===== src/rtl/wr_ptr_full_pkg.sv =====
// wr_ptr_full_pkg: shared FIFO sizing constants and the binary-to-Gray helper
//   FIFO_ADDR_WIDTH : memory address bits (depth = 2**FIFO_ADDR_WIDTH)
//   FIFO_PTR_WIDTH  : pointer width, one extra wrap bit to tell full from empty
//   gray()          : binary to reflected Gray code, shared by both pointer blocks
package wr_ptr_full_pkg;
   localparam int FIFO_ADDR_WIDTH = 3;
   localparam int FIFO_PTR_WIDTH  = FIFO_ADDR_WIDTH + 1;
   function automatic logic [31:0] gray(input logic [31:0] b);
      return b ^ (b >> 1);
   endfunction
endpackage


===== src/rtl/wr_ptr_full_gray_encode.sv =====
// wr_ptr_full_gray_encode: combinational binary-to-Gray converter
//   bin      : binary input, W bits
//   gray_out : Gray-coded output, W bits
module wr_ptr_full_gray_encode
   import wr_ptr_full_pkg::*;
#(
   parameter int W = FIFO_PTR_WIDTH
) (
   input  logic [W-1:0] bin,
   output logic [W-1:0] gray_out
);
   assign gray_out = W'(gray(32'(bin)));
endmodule


===== src/rtl/wr_ptr_full.sv =====
// wr_ptr_full: async-FIFO write pointer, Gray pointer export and full/overflow flags
//   w_clk        : write-domain clock
//   w_rst        : asynchronous active-low reset
//   w_inc        : producer write request
//   rq2_gray_ptr : read pointer (Gray), already synchronized into w_clk
//   w_addr       : write address into the FIFO memory
//   w_gray_ptr   : registered Gray write pointer for the read-domain synchronizer
//   w_full       : registered full flag
//   w_en         : memory write enable, w_inc gated by full and reset
//   w_ovf        : sticky flag, set by any write attempted while full
module wr_ptr_full
   import wr_ptr_full_pkg::*;
#(
   parameter int ADDR_WIDTH = FIFO_ADDR_WIDTH
) (
   input  logic                  w_clk,
   input  logic                  w_rst,
   input  logic                  w_inc,
   input  logic [ADDR_WIDTH:0]   rq2_gray_ptr,
   output logic [ADDR_WIDTH-1:0] w_addr,
   output logic [ADDR_WIDTH:0]   w_gray_ptr,
   output logic                  w_full,
   output logic                  w_en,
   output logic                  w_ovf
);
   localparam int PW = ADDR_WIDTH + 1;

   logic [PW-1:0] wbin;
   logic [PW-1:0] wbin_next;
   logic [PW-1:0] gray_next;
   logic [PW-1:0] full_match;

   assign w_en      = w_inc & ~w_full & w_rst;
   assign w_addr    = wbin[ADDR_WIDTH-1:0];
   assign wbin_next = wbin + PW'(w_en);

   // Full when the write pointer is exactly one lap ahead of the read pointer;
   // in Gray code a half-range offset inverts the two top bits.
   assign full_match = {~rq2_gray_ptr[PW-1:PW-2], rq2_gray_ptr[PW-3:0]};

   wr_ptr_full_gray_encode #(.W(PW)) gray_encode (
      .bin      (wbin_next),
      .gray_out (gray_next)
   );

   always_ff @(posedge w_clk or negedge w_rst) begin
      if (!w_rst) begin
         wbin       <= '0;
         w_gray_ptr <= '0;
         w_full     <= 1'b0;
         w_ovf      <= 1'b0;
      end else begin
         wbin       <= wbin_next;
         w_gray_ptr <= gray_next;
         w_full     <= (gray_next == full_match);
         w_ovf      <= w_ovf | (w_inc & w_full);
      end
   end
endmodule

===== config.mk =====
export PLATFORM = sky130hd
export DESIGN_NAME = wr_ptr_full
export DESIGN_NICKNAME = d
export VERILOG_FILES = /design/src/rtl/wr_ptr_full_pkg.sv /design/src/rtl/wr_ptr_full_gray_encode.sv /design/src/rtl/wr_ptr_full.sv
export SDC_FILE = /design/constraint.sdc
export NUM_CORES = 1
export LEC_CHECK = 0
export CORE_MARGIN = 1
export CORE_UTILIZATION = 38
export DETAILED_ROUTE_END_ITERATION = 8
export HOLD_SLACK_MARGIN = 0.15
export PLACE_DENSITY = 0.77
export RECOVER_POWER = 100
export SETUP_SLACK_MARGIN = 0.4
export SLEW_MARGIN = 10
export SYNTH_ARGS = -nofsm -noshare
export SYNTH_HDL_FRONTEND = slang
export SYNTH_SLANG_ARGS = --single-unit

===== constraint.sdc =====
create_clock -name w_clk -period 1.7 [get_ports w_clk]
set_input_delay 0.425 -clock w_clk [delete_from_list [all_inputs] [get_ports w_clk]]
set_output_delay 0.425 -clock w_clk [all_outputs]
set_load 0.03 [all_outputs]

### After elaboration in Yosys (flattened, before gate mapping)

Cells that the tools add are included.

* register bits: 10
* latch bits: 0
* bits in writable memories: 0
* bits in read-only memories: 0
* bits of input ports: 7
* output and inout port bits: 10
* logic and storage cells: 13
* memories: 0

* add/subtract/negate cells: 1
* multipliers: 0
* divide/modulo/power cells: 0
* order comparisons: 0
* equal/unequal tests: 1
* shift-type cells: 0
* muxes and demuxes: 0
* bitwise logic cells: 7
* reductions and logical operators: 0

Operators by type and width (number)
* 4-bit by 1-bit adder with 4-bit output: 1
* 4-bit equality test: 1
* 4-bit by 3-bit bitwise XOR with 4-bit output: 1
* 1-bit bitwise AND: 3
* 2-bit inverter: 1
* 1-bit inverter: 1
* 1-bit OR: 1

### Longest topological paths before layout

Gate-level depths: netlist of run 1.

* word-level depth: 6
* mapped depth: 8
* mapped depth without buffers: 7

### By module

A second synthesis of run 1 with hierarchy kept.

* cell total of the unflattened synthesis: 29
* area total of the unflattened synthesis: 417.9 µm²

By module, submodules not included
* wr_ptr_full: instances 1, cells an instance 25, area each 384.1 µm², sequential area each 250.2 µm²
* wr_ptr_full_gray_encode: instances 1, cells an instance 4, area each 33.8 µm², sequential area each 0.0 µm²

### Least setup slack after synthesis of run 1

No wires, ideal clock.

* path kind: reg-to-reg
* start point: reg w_full
* end point: reg w_full
* setup time: 0.067 ns
* arrival time: 2.130 ns
* data required time: 1.633 ns
* slack: -0.496 ns
* cell stages (with the launch flop): 7
* path buffers: 0
* clock period less this slack: 2.196 ns
* cell sequence: dfrtp_1 -> and3b_1 -> ha_1 -> ha_1 -> or2_2 -> a32oi_1 -> o2111a_1

* word-level cells in the longest chain between the ends: 6

Ends and longest elaborated chain
* start, declared: line wr_ptr_full.sv:22 `output logic w_full,`
* start signal, assigned: line wr_ptr_full.sv:55 `w_full <= (gray_next == full_match);`
* 1-bit inverter: line wr_ptr_full.sv:33 `assign w_en = w_inc & ~w_full & w_rst;`
* 1-bit bitwise AND (2 in a row): line wr_ptr_full.sv:33
* named net w_en: line wr_ptr_full.sv:23 `output logic w_en,`
* 4-bit by 1-bit adder with 4-bit output: line wr_ptr_full.sv:35 `assign wbin_next = wbin + PW'(w_en);`
* named net gray_encode.bin[1]: line wr_ptr_full_gray_encode.sv:9 `input logic [W-1:0] bin,`
* 4-bit by 3-bit bitwise XOR with 4-bit output: line wr_ptr_full_pkg.sv:9 `return b ^ (b >> 1);`
* 4-bit equality test: line wr_ptr_full.sv:55

The timed path passes the listed nets, and every way through them passes these cells.

### Final worst setup path of run 1

* start point: reg w_full
* end point: reg w_full

* word-level cells in the longest chain between the ends: 6

Ends and longest elaborated chain (line)
* 1-bit inverter: wr_ptr_full.sv:33
* 1-bit bitwise AND (2 in a row): wr_ptr_full.sv:33
* 4-bit by 1-bit adder with 4-bit output: wr_ptr_full.sv:35
* named net gray_encode.bin[0]: wr_ptr_full_gray_encode.sv:9
* 4-bit by 3-bit bitwise XOR with 4-bit output: wr_ptr_full_pkg.sv:9
* 4-bit equality test: wr_ptr_full.sv:55

The timed path passes the listed nets, and every way through them passes these cells.

==> results of run 1 <==
[power by group through the flow]
stage               Combinational (mW)  Sequential (mW)  Clock, mW
CTS                               1.17            0.380      0.165
finish                            1.23            0.381      0.161
detailed placement                1.15            0.386          0
floorplan                        0.493            0.632          0
global placement                  1.13            0.386          0
global route                      1.32            0.391      0.186
[cells in the final DEF (no fill, tap or decap)]
| master | instances |
|---|---|
| clkdlybuf4s50_1 | 4 |
| dfrtp_1 | 8 |
| xor2_2 | 1 |
| a21oi_1 | 3 |
| o211ai_1 | 1 |
| o21ai_1 | 1 |
| or2_4 | 1 |
| nand3_2 | 1 |
| buf_6 | 6 |
| and3b_2 | 1 |
| o2111a_1 | 1 |
| nand3_1 | 1 |
| nor2b_1 | 2 |
| xnor2_1 | 1 |
| xnor2_4 | 1 |
| or2_0 | 1 |
| nand2_1 | 2 |
| nand2b_1 | 2 |
| a21o_1 | 1 |
| xor2_1 | 4 |
| dfrtp_2 | 1 |
| buf_2 | 7 |
| clkbuf_1 | 2 |
| a32oi_1 | 1 |
| o2bb2ai_1 | 1 |
| ha_4 | 2 |
| xnor2_2 | 2 |
| clkdlybuf4s15_1 | 2 |
| clkbuf_4 | 3 |
| buf_4 | 11 |
| dlygate4sd2_1 | 1 |
[worst max-delay path by stage]
stage	start	to	slack, ns	cells after the start
final	w_full$_DFF_PN0_	w_full$_DFF_PN0_	0.01	6
after global routing	w_full$_DFF_PN0_	w_full$_DFF_PN0_	-0.1	7
after CTS	w_full$_DFF_PN0_	w_full$_DFF_PN0_	-0.004	7
after detailed placement	w_rst	w_full$_DFF_PN0_	-0.47	7
after global placement	w_rst	w_full$_DFF_PN0_	-0.46	7
after floorplan	w_full$_DFF_PN0_	w_full$_DFF_PN0_	-0.20	8
[layout make-up]
| type | instances | area (sq um) | area share, % |
|---|---|---|---|
| timing repair buffer | 32 | 258 | 30.9 |
| tap | 14 | 17.5 | 2.10 |
| multi-input combinational | 31 | 307 | 36.7 |
| sequential | 9 | 226 | 27.1 |
| clock buffer | 4 | 26.3 | 3.15 |
[metrics by stage]
stage	instance area [sq um]	cells	setup TNS (ns)	hold WS [ns]
floorplan	537	42	-0.204	0.129
global placement	749	78	-1.52	0.442
detailed placement	749	78	-1.54	0.444
CTS	797	87	-0.00424	0.180
global route	835	90	-0.124	0.338
finish	835	90	0	0.296
[cells by family (layout without fill, tap and decap cells)]
group           Yosys count  count (layout)
flops                     9               9
fa+ha+maj                 2               2
simple gates             11              11
compound gates            9               9
xor+xnor                  9               9
buf+inv                   2              36
[metal layers]
| layer | global-route usage, % | wire length, um | vias up |
|---|---|---|---|
| met2 | 30.1 | 601 | 13 |
| li1 | - | - | 213 |
| met4 | 8.04 | 4 | 0 |
| met5 | 0 | 0 | - |
| met3 | 4.07 | 51 | 2 |
| met1 | 22.0 | 502 | 195 |
[registers in the layout, summed over array words and instances (netlist names)]
name / count
w_gray_ptr: 4
w_full: 1
wbin: 3
w_ovf: 1
[repair_timing]
action | CTS | global route
endpoints found under the setup margin | 18 | 10
pin swaps | 6 | 4
cloned | 0 | 0
resized for setup | 52 | 3
setup buffers | 5 | 3
hold buffers | 0 | 0
==> metrics.cfg, run 1 <==
[sta]
slew_headroom_pct=68.6
timing.final.crit_share_pct=99.4
fmax_mhz=592
rsz0062_at_grt=yes
setup_viol_count_final=0
worst-slew-pin-transition_ns=0.470
period_minus_slack_ns=1.69
fin_ws_ns=0.00962
drv_slew=0
fin_worst_skew_ns=0.00426
hold_viol_final=0

[power_and_ir_drop]
swShare_pct=42.8
p_int_mw=1.01
power_density_nw_per_um2=2130
p_total_mw=1.77
p_clk_share_pct=9.1
switchingPower_mw=0.760
p_leak_nw=0.380
p_seq_share_pct=21.5
comb_power_share_pct=69.4
vdd_ir_drop_max_mv=1.23

[global_routing]
grt_antenna_before_repair=0
track_usage_pct=18.1
grt_pass1_wl_um=1740
grt-ovfl-total=0
grt_max_degree=10
grt_pass1_vias=387

[yosys]
yosysTopAreaCell=dfrtp_1
ys_seq_area_share_pct=45.5
synth.distinct_cells=23
yosys_register_bits=9
synthAdderAreaFrac_pct=5.05
synthMuxAreaShare_pct=0
synthArstFlopShare_pct=100
synth_top_family_by_area=XOR/XNOR gates
avgSynthCellArea_sq_um=11.8
netlist.area_leader.share_pct=45.5
synth_xor_area_share_pct=18.9
syn-num-nets=51
synth_area_leaders=dfrtp_1 45%, xor2_1 7.1%, xnor2_1 5.3%
synthCells=42
netlist_top_cells_count=9 x dfrtp_1, 4 x xor2_1, 3 x a21oi_1, 3 x xnor2_1
synth-simple-area-share_pct=13.9
synth-main-ff-cell=dfrtp_1
synthesis.area_sq_um=495
synth.yosys.warnings=0
synth_most_common_cell=dfrtp_1
synth_compound_area_share_pct=12.9
synth_edf_count=0

[floorplan]
rows=12
coreArea_sq_um=1160
ios=17
fp.dieW_um=38.1
die_h_um=38.1
initial_core_util_pct=42.9
die_area_sq_um=1450

[cts]
root_buffer=clkbuf_4
cts_tree=built
cts_buffers=3
clock-sinks=9
clockBufferDepth=2
path_clk_slew_ns=0.06
htreeDepth=1
clkLatencyLatePin_ns=0.25

[setup_path]
crit_required_ns=1.89
timing.rr.end=w_full$_DFF_PN0_
crit_chain=and3b_2 -> ha_4 -> xor2_1 -> or2_4 -> a32oi_1 -> o2111a_1
reg2reg_depth=6
r2r_slack_ns=0.01
crit_type=reg2reg
cp_slowest_cell=dfrtp_2
crit_family=simple AND/OR/NAND/NOR gates
critical_path_peak_fanout=2
worstReg2RegStart=w_full$_DFF_PN0_
endpoint_kind=flip-flop
cp_num_buf_inv=0
startpoint_type=flip-flop
crit_arrival_ns=1.88
max_stage_delay_ns=0.40

[route]
wl_um=1160
drtIter0Drc=5
dr.pass1.iters=2
vias=423
wl_per_cell_um=12.9
viasPerCell=4.70
detail-route-antenna-nets=0
drcViolationCount=0

[worst_hold_path]
holdCritPathClass=in2async

[place]
numPortBuffers=16
place_ws_ns=-0.473
gp_congestion=0.699

[final_layout]
synthToLayoutAreaGrowth_pct=68.4
final_util_pct=72.2
num_antenna_cells=0
fin_nets=86
drive_gt1_share_pct=48.7
nFillCells=86

[run]
maxCapViolCount=0

[status]
status=finished clean

(Power assumes the default switching activity.)
==> run 2: changes to the inputs <==
- CTS_CLUSTER_SIZE: default -> 8
==> results of run 2 <==
The final DEF is identical to that of run 1; final timing and power are the same.
==> run 3: changes to the inputs <==
- CTS_CLUSTER_DIAMETER: default -> 40
- clock period: 1.7 -> 1.4 ns (I/O delays scaled with it)
==> run 3 against run 2 <==
- the run now ends with setup timing left
- global-route usage is 1.7 points higher
- via count is 12% higher
- clock-buffer cell count stayed put
- setup slack worse by 0.34 ns
- cell area is 15% higher
- clock skew is 0.0034 ns lower
- cell count is 7.8% higher
- routed wire length is 21% higher
- sequential cell count stayed put
==> metrics.cfg, run 3 (synthesis results as in run 1) <==
[sta]
period_minus_slack_ns=1.73  ; was 1.69 ns
fmax_mhz=577  ; was 592 MHz
fin_worst_skew_ns=0.000873  ; was 0.00426 ns
rsz0062_at_grt=yes  ; unchanged
worst-slew-pin-transition_ns=0.538  ; was 0.470 ns
slew_headroom_pct=64.2  ; was 68.6%
setup_viol_count_final=6  ; was 0
hold_viol_final=0  ; unchanged
timing.final.crit_share_pct=124  ; was 99.4%
drv_slew=0  ; unchanged
fin_setup_tns_ns=-1.06  ; was 0 ns
fin_ws_ns=-0.333  ; was 0.00962 ns

[route]
dr.pass1.iters=4  ; was 2
wl_per_cell_um=14.4  ; was 12.9 um
vias=472  ; was 423
drcViolationCount=0  ; unchanged
viasPerCell=4.87  ; was 4.70
wl_um=1400  ; was 1160 um
detail-route-antenna-nets=0  ; unchanged
drtIter0Drc=6  ; was 5

[final_layout]
fin_nets=93  ; was 86
regMostFlops=w_gray_ptr  ; unchanged
mostFrequentLayoutCells=16 x buf_6, 14 x buf_4, 7 x dfrtp_1, 4 x xor2_1, 4 x clkdlybuf4s50_1  ; was 11 x buf_4, 8 x dfrtp_1, 7 x buf_2, 6 x buf_6
seq_area_sq_um=228  ; was 226 sq um
synthToLayoutAreaGrowth_pct=93.2  ; was 68.4%
multiInputGateArea_sq_um=325  ; was 307 sq um
nFillCells=71  ; was 86
final_util_pct=82.8  ; was 72.2%
final_common_cell=buf_6  ; was buf_4
num_antenna_cells=0  ; unchanged
drive_gt1_share_pct=53.0  ; was 48.7%
reg_top3=w_gray_ptr (4), wbin (3)  ; unchanged
largest_reg_flops=4  ; unchanged

[cts]
htreeDepth=1  ; unchanged
cts_buffers=3  ; unchanged
clockBufferDepth=2  ; unchanged
cts_tree=built  ; unchanged
clkLatencyLatePin_ns=0.26  ; was 0.25 ns
root_buffer=clkbuf_4  ; unchanged
clock-sinks=9  ; unchanged
path_clk_slew_ns=0.07  ; was 0.06 ns

[global_routing]
top_usage_layer=met2  ; unchanged
grt_pass1_wl_um=1930  ; was 1740 um
grt_antenna_before_repair=0  ; unchanged
met1_usage_pct=23.4  ; was 22.0%
grt_util_met3_pct=2.91  ; was 4.07%
grt_max_degree=10  ; unchanged
met2_usage_pct=35.2  ; was 30.1%
grt_pass1_vias=452  ; was 387
grt-ovfl-total=0  ; unchanged
track_usage_pct=19.8  ; was 18.1%

[power_and_ir_drop]
power_density_nw_per_um2=2620  ; was 2130 nW/um^2
p_leak_nw=0.430  ; was 0.380 nW
p_total_mw=2.51  ; was 1.77 mW
vdd_ir_drop_max_mv=1.81  ; was 1.23 mV

[floorplan]
ios=17  ; unchanged
die_h_um=38.1  ; unchanged
die_area_sq_um=1450  ; unchanged
coreArea_sq_um=1160  ; unchanged
initial_core_util_pct=42.9  ; unchanged
fp.dieW_um=38.1  ; unchanged
rows=12  ; unchanged

[place]
numPortBuffers=16  ; unchanged
dp_hpwl_um=770
gp_congestion=0.666  ; was 0.699

[setup_path]
crit_arrival_ns=1.93  ; was 1.88 ns
crit_required_ns=1.59  ; was 1.89 ns
crit_type=reg2reg  ; unchanged
r2r_slack_ns=-0.33  ; was 0.01 ns
startpoint_type=flip-flop  ; unchanged
endpoint_kind=flip-flop  ; unchanged
critical_path_peak_fanout=5  ; was 2

[status]
violations=setup timing
status=finished, violations left  ; was finished clean

[run]
maxCapViolCount=0  ; unchanged

[worst_hold_path]
holdCritPathClass=in2reg  ; was in2async

[run 3: timing repair]
item	4_1_cts	5_1_grt
pin swaps	6	6
gates resized for setup	50	4
setup buffers	10	2
endpoints found under the hold margin	9	0
endpoints found under the setup margin	18	18
hold buffers	1	0
[run 3: path summary, 6_finish.rpt]
path	end	start	depth (start not counted)
max in group asynchronous	wbin[2]$_DFF_PN0_	w_rst	3
min	w_ovf$_DFF_PN0_	w_inc	2
max reg2reg	w_full$_DFF_PN0_	w_full$_DFF_PN0_	7
max	w_full$_DFF_PN0_	w_full$_DFF_PN0_	7
min in group asynchronous	w_gray_ptr[3]$_DFF_PN0_	w_rst	3
min reg2reg	w_ovf$_DFF_PN0_	w_ovf$_DFF_PN0_	1
[run 3: layer usage]
| metal | routed length, um | up-vias |
|---|---|---|
| li1 | - | 227 |
| met1 | 592 | 232 |
| met2 | 761 | 13 |
| met3 | 47 | 0 |
| met4 | 0 | 0 |
| met5 | 0 | - |
[run 3: worst max-delay path: stages, from the launching register on]
cell       delay [ns]
dfrtp_2          0.36
and3b_2          0.24
ha_4             0.17
ha_4             0.17
or2_0            0.20
o21ai_1          0.16
o2bb2ai_1        0.15
o2111a_1         0.20
[run 3: power by group]
part           total (mW)  switching [mW]  internal [mW]
clock network       0.207          0.0967          0.110
logic                1.79           0.825          0.961
registers           0.516           0.114          0.402
[run 3: layout make-up]
cell class | instances | area share (%)
flip-flops and latches | 9 | 23.8
multi-input cells | 31 | 34.0
well taps | 14 | 1.83
clock buffers | 4 | 2.75
repair buffers | 39 | 37.6
[run 3: through the flow]
| step | hold WS (ns) | setup WS (ns) | area [sq um] | cells |
|---|---|---|---|---|
| finish | 0.455 | -0.333 | 957 | 97 |
| global route | 0.462 | -0.400 | 957 | 97 |
| CTS | 0.457 | -0.294 | 916 | 95 |
| detailed placement | 0.450 | -0.697 | 754 | 80 |
| global placement | 0.446 | -0.687 | 754 | 80 |
| floorplan | 0.0544 | -0.504 | 537 | 42 |
